## src/rtl/nx_stream_distributor.sv

```systemverilog
// nx_stream_distributor: one inbound message stream steered to four outbound
// streams (N/E/S/W) by column-first dimension-ordered routing, with a small
// FIFO per direction. Self-addressed messages are discarded and flagged.
// Optional per-direction sent counters: define NX_STREAM_DISTRIBUTOR_COUNT_EN.

package nx_stream_distributor_pkg;
    localparam int unsigned COORD_WIDTH   = 4;
    localparam int unsigned PAYLOAD_WIDTH = 24;

    typedef struct packed {
        logic [COORD_WIDTH-1:0] row;
        logic [COORD_WIDTH-1:0] column;
    } node_header_t;

    typedef struct packed {
        node_header_t             header;
        logic [PAYLOAD_WIDTH-1:0] payload;
    } node_message_t;

    localparam int unsigned MESSAGE_WIDTH = $bits(node_message_t);

    localparam logic [1:0] DIRECTION_NORTH = 2'd0;
    localparam logic [1:0] DIRECTION_EAST  = 2'd1;
    localparam logic [1:0] DIRECTION_SOUTH = 2'd2;
    localparam logic [1:0] DIRECTION_WEST  = 2'd3;
endpackage

module nx_stream_distributor
    import nx_stream_distributor_pkg::*;
#(
    parameter int unsigned DEPTH = 2
) (
    input  logic                          i_clk,
    input  logic                          i_rst,
    input  logic [COORD_WIDTH-1:0]        i_node_row,
    input  logic [COORD_WIDTH-1:0]        i_node_column,
    input  node_message_t                 i_inbound_data,
    input  logic                          i_inbound_valid,
    output logic                          o_inbound_ready,
    output logic [3:0][MESSAGE_WIDTH-1:0] o_outbound_data,
    output logic [3:0]                    o_outbound_valid,
    input  logic [3:0]                    i_outbound_ready,
    output logic                          o_self_drop
`ifdef NX_STREAM_DISTRIBUTOR_COUNT_EN
    ,
    output logic [3:0][15:0]              o_sent_count
`endif
);

    localparam int unsigned AW = $clog2(DEPTH);
    localparam int unsigned PW = AW + 1;

    logic [MESSAGE_WIDTH-1:0] mem    [4][DEPTH];
    logic [PW-1:0]            wr_ptr [4];
    logic [PW-1:0]            rd_ptr [4];
    logic [3:0]               full;
    logic [3:0]               empty;
    logic [3:0]               push;
    logic [3:0]               pop;
    logic [1:0]               target;
    logic                     self_addr;
    logic                     accept;

    // Column-first routing decision for the inbound header
    always_comb begin
        target    = DIRECTION_NORTH;
        self_addr = 1'b0;
        if (i_inbound_data.header.column > i_node_column) begin
            target = DIRECTION_EAST;
        end else if (i_inbound_data.header.column < i_node_column) begin
            target = DIRECTION_WEST;
        end else if (i_inbound_data.header.row > i_node_row) begin
            target = DIRECTION_SOUTH;
        end else if (i_inbound_data.header.row < i_node_row) begin
            target = DIRECTION_NORTH;
        end else begin
            self_addr = 1'b1;
        end
    end

    // FIFO status, output presentation and pop decode
    always_comb begin
        for (int d = 0; d < 4; d++) begin
            empty[d]            = (wr_ptr[d] == rd_ptr[d]);
            full[d]             = (wr_ptr[d][AW-1:0] == rd_ptr[d][AW-1:0]) &&
                                  (wr_ptr[d][AW] != rd_ptr[d][AW]);
            pop[d]              = !empty[d] && i_outbound_ready[d];
            o_outbound_valid[d] = !empty[d];
            o_outbound_data[d]  = mem[d][rd_ptr[d][AW-1:0]];
        end
    end

    // Inbound handshake: a same-cycle pop frees the slot of a full target FIFO
    always_comb begin
        o_inbound_ready = self_addr || !full[target] || pop[target];
        accept          = i_inbound_valid && o_inbound_ready;
        for (int d = 0; d < 4; d++) begin
            push[d] = accept && !self_addr && (target == 2'(d));
        end
    end

    // FIFO storage, deliberately not reset
    always_ff @(posedge i_clk) begin
        for (int d = 0; d < 4; d++) begin
            if (push[d]) begin
                mem[d][wr_ptr[d][AW-1:0]] <= i_inbound_data;
            end
        end
    end

    // FIFO pointers; reset discards everything queued
    always_ff @(posedge i_clk or negedge i_rst) begin
        if (!i_rst) begin
            for (int d = 0; d < 4; d++) begin
                wr_ptr[d] <= '0;
                rd_ptr[d] <= '0;
            end
        end else begin
            for (int d = 0; d < 4; d++) begin
                if (push[d]) wr_ptr[d] <= wr_ptr[d] + PW'(1);
                if (pop[d])  rd_ptr[d] <= rd_ptr[d] + PW'(1);
            end
        end
    end

    // Sticky flag for discarded self-addressed messages
    always_ff @(posedge i_clk or negedge i_rst) begin
        if (!i_rst) begin
            o_self_drop <= 1'b0;
        end else if (accept && self_addr) begin
            o_self_drop <= 1'b1;
        end
    end

`ifdef NX_STREAM_DISTRIBUTOR_COUNT_EN
    // Per-direction output handshake counters, wrapping at 16 bits
    always_ff @(posedge i_clk or negedge i_rst) begin
        if (!i_rst) begin
            o_sent_count <= '0;
        end else begin
            for (int d = 0; d < 4; d++) begin
                if (pop[d]) o_sent_count[d] <= o_sent_count[d] + 16'(1);
            end
        end
    end
`endif

endmodule

```

## config.mk

```make
export PLATFORM = sky130hd
export DESIGN_NAME = nx_stream_distributor
export DESIGN_NICKNAME = d
export VERILOG_FILES = /design/src/rtl/nx_stream_distributor.sv
export SDC_FILE = /design/constraint.sdc
export NUM_CORES = 1
export LEC_CHECK = 0
export BUFFER_PORTS_ARGS = -buffer_cell sky130_fd_sc_hd__buf_2
export CORE_ASPECT_RATIO = 2
export CORE_UTILIZATION = 35
export DETAILED_ROUTE_END_ITERATION = 12
export PLACE_DENSITY_LB_ADDON = 0.12
export SYNTH_ARGS = -nofsm -noshare
export SYNTH_HDL_FRONTEND = slang
export SYNTH_SLANG_ARGS = --single-unit
export TNS_END_PERCENT = 20
```

## constraint.sdc

```tcl
create_clock -name i_clk -period 3.1 [get_ports i_clk]
set_input_delay 0.31 -clock i_clk [delete_from_list [all_inputs] [get_ports i_clk]]
set_output_delay 0.31 -clock i_clk [all_outputs]
set_load 0.005 [all_outputs]
```

==> flow_summary.json <==
{
  "outcome": "finished clean",
  "ios": 181,
  "slowest_delay_ps": 550,
  "rsz0062_at_grt": "false",
  "slew_headroom": 0.590,
  "finish.utilization": 0.434,
  "drt-total-wl_mm": 24.2,
  "antenna_cells": 0,
  "vias": 5347,
  "core_area_um2": 29000,
  "die_w_um": 123,
  "final_common_cell": "edfxtp_1",
  "clock_sinks": 273,
  "p_leak_nw": 4.52,
  "synthArstFlopShare": 0.0623,
  "start_kind": "flip-flop",
  "port_buffers": 180,
  "slew_viol_final": 0,
  "cap_violations": 0,
  "critical_path_buf_inv_count": 1,
  "viasPerCell": 4.85,
  "power_frac_seq": 0.451,
  "grt_first_pass_wirelength_mm": 35.9,
  "grt_pass1_vias": 5838,
  "hpwl_mm": 16.1,
  "power_frac_comb": 0.279,
  "worstSetupPathType": "reg2out",
  "drtIter0Drc": 215,
  "max_clock_freq_mhz": 389,
  "path_cells": "xnor2_1 -> nor3b_1 -> nor2b_1 -> or4_4 -> nand3_1 -> buf_2",
  "synth_edf_count": 256,
  "hold_violations": 0,
  "dr.pass1.iters": 4,
  "setup_slack_ps": 530,
  "hp-class": "in2reg",
  "place_ws_ps": 201,
  "yosysWarnings": 0,
  "syn_nets": 572,
  "antenna_found_initial": 0,
  "clock_path_buffers": 3,
  "layout-drive-gt1-share": 0.498,
  "netSwitchingPower_mw": 2.89,
  "p_per_area_nw_per_um2": 809,
  "clk_pin_slew_worst_paths_ps": 70,
  "grt-ovfl-total": 0,
  "cts_setup_buffers": 0,
  "required_ps": 2790,
  "netSwitchingFraction": 0.285,
  "row_count": 88,
  "avgRoutedWirePerCell_um": 22.0,
  "synthCells": 517,
  "die_area_um2": 30200,
  "clk_latency_ps": 520,
  "fin_crit_sh": 0.829,
  "dp.cells": 1060,
  "layout_common_cells": "edfxtp_1 (256), buf_2 (180), mux2_2 (128), clkbuf_16 (25), xnor2_1 (18)",
  "worst_pin_slew_ps": 615,
  "grt_max_degree": 35,
  "drtAntennaViolNets": 0,
  "cp.arrival_ps": 2260,
  "period_needed_ps": 2570,
  "synth_ff_type": "edfxtp_1",
  "cp-end-kind": "primary output",
  "finalSetupViolCount": 0,
  "avgSynthCellArea_um2": 19.9,
  "cts_tree": "yes",
  "syn2layout_area_growth_pct": 21.8,
  "final_cells": 1103,
  "cts_root_buf": "clkbuf_16",
  "p_int_mw": 7.27,
  "crit_family": "simple AND/OR/NAND/NOR gates",
  "total_power_mw": 10.2,
  "htreeDepth": 1,
  "synth.distinct_cells": 33,
  "ys_seq_area_frac": 0.787,
  "skew_ps": 10.5,
  "yosys_register_bits": 273,
  "nNetsFinal": 783,
  "initial_utilization": 0.356,
  "fillers": 2628,
  "fin_tns_setup_ps": 0,
  "die_h_um": 245,
  "drcViolationCount": 0,
  "numCtsBuffers": 25,
  "peakVddDrop_mv": 0.657,
  "worstPathMaxFanout": 4,
  "place.gp.congestion": 0.786,
  "netlist_area_um2": 10300,
  "power.clock.fraction": 0.270,
  "grtUsageTotal": 0.165,
  "crit_slowest_cell": "or4_4"
}
-- final timing paths --
check	from	endpoint	slack, ps	depth (start not counted)
setup / recovery	wr_ptr[4]	o_inbound_ready	530	6
hold reg to reg	o_self_drop	o_self_drop	480	1
max in group asynchronous	i_rst	rd_ptr[0]	2520	2
hold / removal	i_outbound_ready[2]	rd_ptr[2]	70	3
min in group asynchronous	i_rst	wr_ptr[1]	260	2
setup reg to reg	wr_ptr[4]	mem[0][41]	630	7
-- repair_timing --
item,CTS,global route
setup endpoints to repair,0,0
endpoints found under the hold margin,17,0
hold buffers,1,0
resized for setup,0,0
-- per-stage QoR --
| stage | hold WS [ps] | area (um2) |
|---|---|---|
| 3_5_place_dp | 267 | 11900 |
| 4_1_cts | 50.7 | 12600 |
| 2_1_floorplan | 14.4 | 10300 |
| 5_1_grt | 67.3 | 12600 |
| 6_report | 72.9 | 12600 |
| 3_3_place_gp | 257 | 11900 |
-- worst register-to-register path, cell delays in order (launching register included) --
cell and delay (ps):
dfrtp_1 460, xnor2_1 170, nor3b_1 180, nor2b_1 150
or4_4 550, a21oi_1 210, and2_2 220, buf_12 220
-- synth_stat cells (2+ instances only) --
| master | number | area [um2] |
|---|---|---|
| xor2_1 | 6 | 52.6 |
| xnor2_1 | 18 | 158 |
| dfrtp_1 | 17 | 425 |
| nor2b_1 | 4 | 25.0 |
| a21oi_1 | 5 | 25.0 |
| inv_1 | 15 | 56.3 |
| buf_2 | 3 | 15.0 |
| nor3b_1 | 4 | 30.0 |
| nand4_1 | 2 | 12.5 |
| nor2_1 | 3 | 11.3 |
| and2_1 | 3 | 18.8 |
| ha_1 | 8 | 100 |
| o21ai_0 | 3 | 15.0 |
| nand2_1 | 10 | 37.5 |
| mux2_2 | 128 | 1440 |
| clkbuf_1 | 3 | 11.3 |
| nand2b_1 | 2 | 12.5 |
| nand3_1 | 5 | 25.0 |
| buf_1 | 9 | 33.8 |
| edfxtp_1 | 256 | 7690 |
-- power by group through the flow --
| stage | clock network, mW | registers (mW) | logic [mW] |
|---|---|---|---|
| after CTS | 2.84 | 4.59 | 2.94 |
| final | 2.74 | 4.58 | 2.84 |
| after floorplan | 0 | 4.61 | 1.65 |
| after global routing | 2.97 | 4.62 | 3.08 |
| after detailed placement | 0 | 4.66 | 2.92 |
| after global placement | 0 | 4.65 | 2.90 |
-- cell type report --
| cell class | instances | area [um2] | share of cell area |
|---|---|---|---|
| sequential | 273 | 8120 | 0.646 |
| multi-input combinational | 213 | 2110 | 0.168 |
| timing repair buffer | 200 | 1130 | 0.0898 |
| clock buffer | 33 | 656 | 0.0522 |
| tap | 360 | 450 | 0.0359 |
| inverter | 15 | 56.3 | 0.00448 |
| clock inverter | 9 | 42.5 | 0.00339 |
-- state kept, by name, indices dropped and copies added (netlist names) --
name	flops
mem	256
wr_ptr	8
rd_ptr	8
o_self_drop	1
-- routing by layer --
layer,share of wire,wire length (um),track usage,up-vias
met5,0,0,0,-
met4,0.025,601,0.0563,0
met3,0.040,978,0.0211,37
met2,0.58,14000,0.318,144
met1,0.36,8700,0.177,2762
li1,-,-,-,2404
-- kinds of logic (layout without fill, tap and decap cells) --
kind of cell | Yosys count | in the layout | share of synthesized area
flip-flops | 273 | 273 | 0.787
multiplexers | 129 | 129 | 0.141
AND/OR/NAND/NOR | 38 | 38 | 0.0214
buffers and inverters | 31 | 257 | 0.0120
XOR/XNOR | 24 | 24 | 0.0204
AO/OA/AOI/OAI | 14 | 14 | 0.00922
adder cells (fa/ha/maj) | 8 | 8 | 0.00971
(Power assumes the default switching activity.)
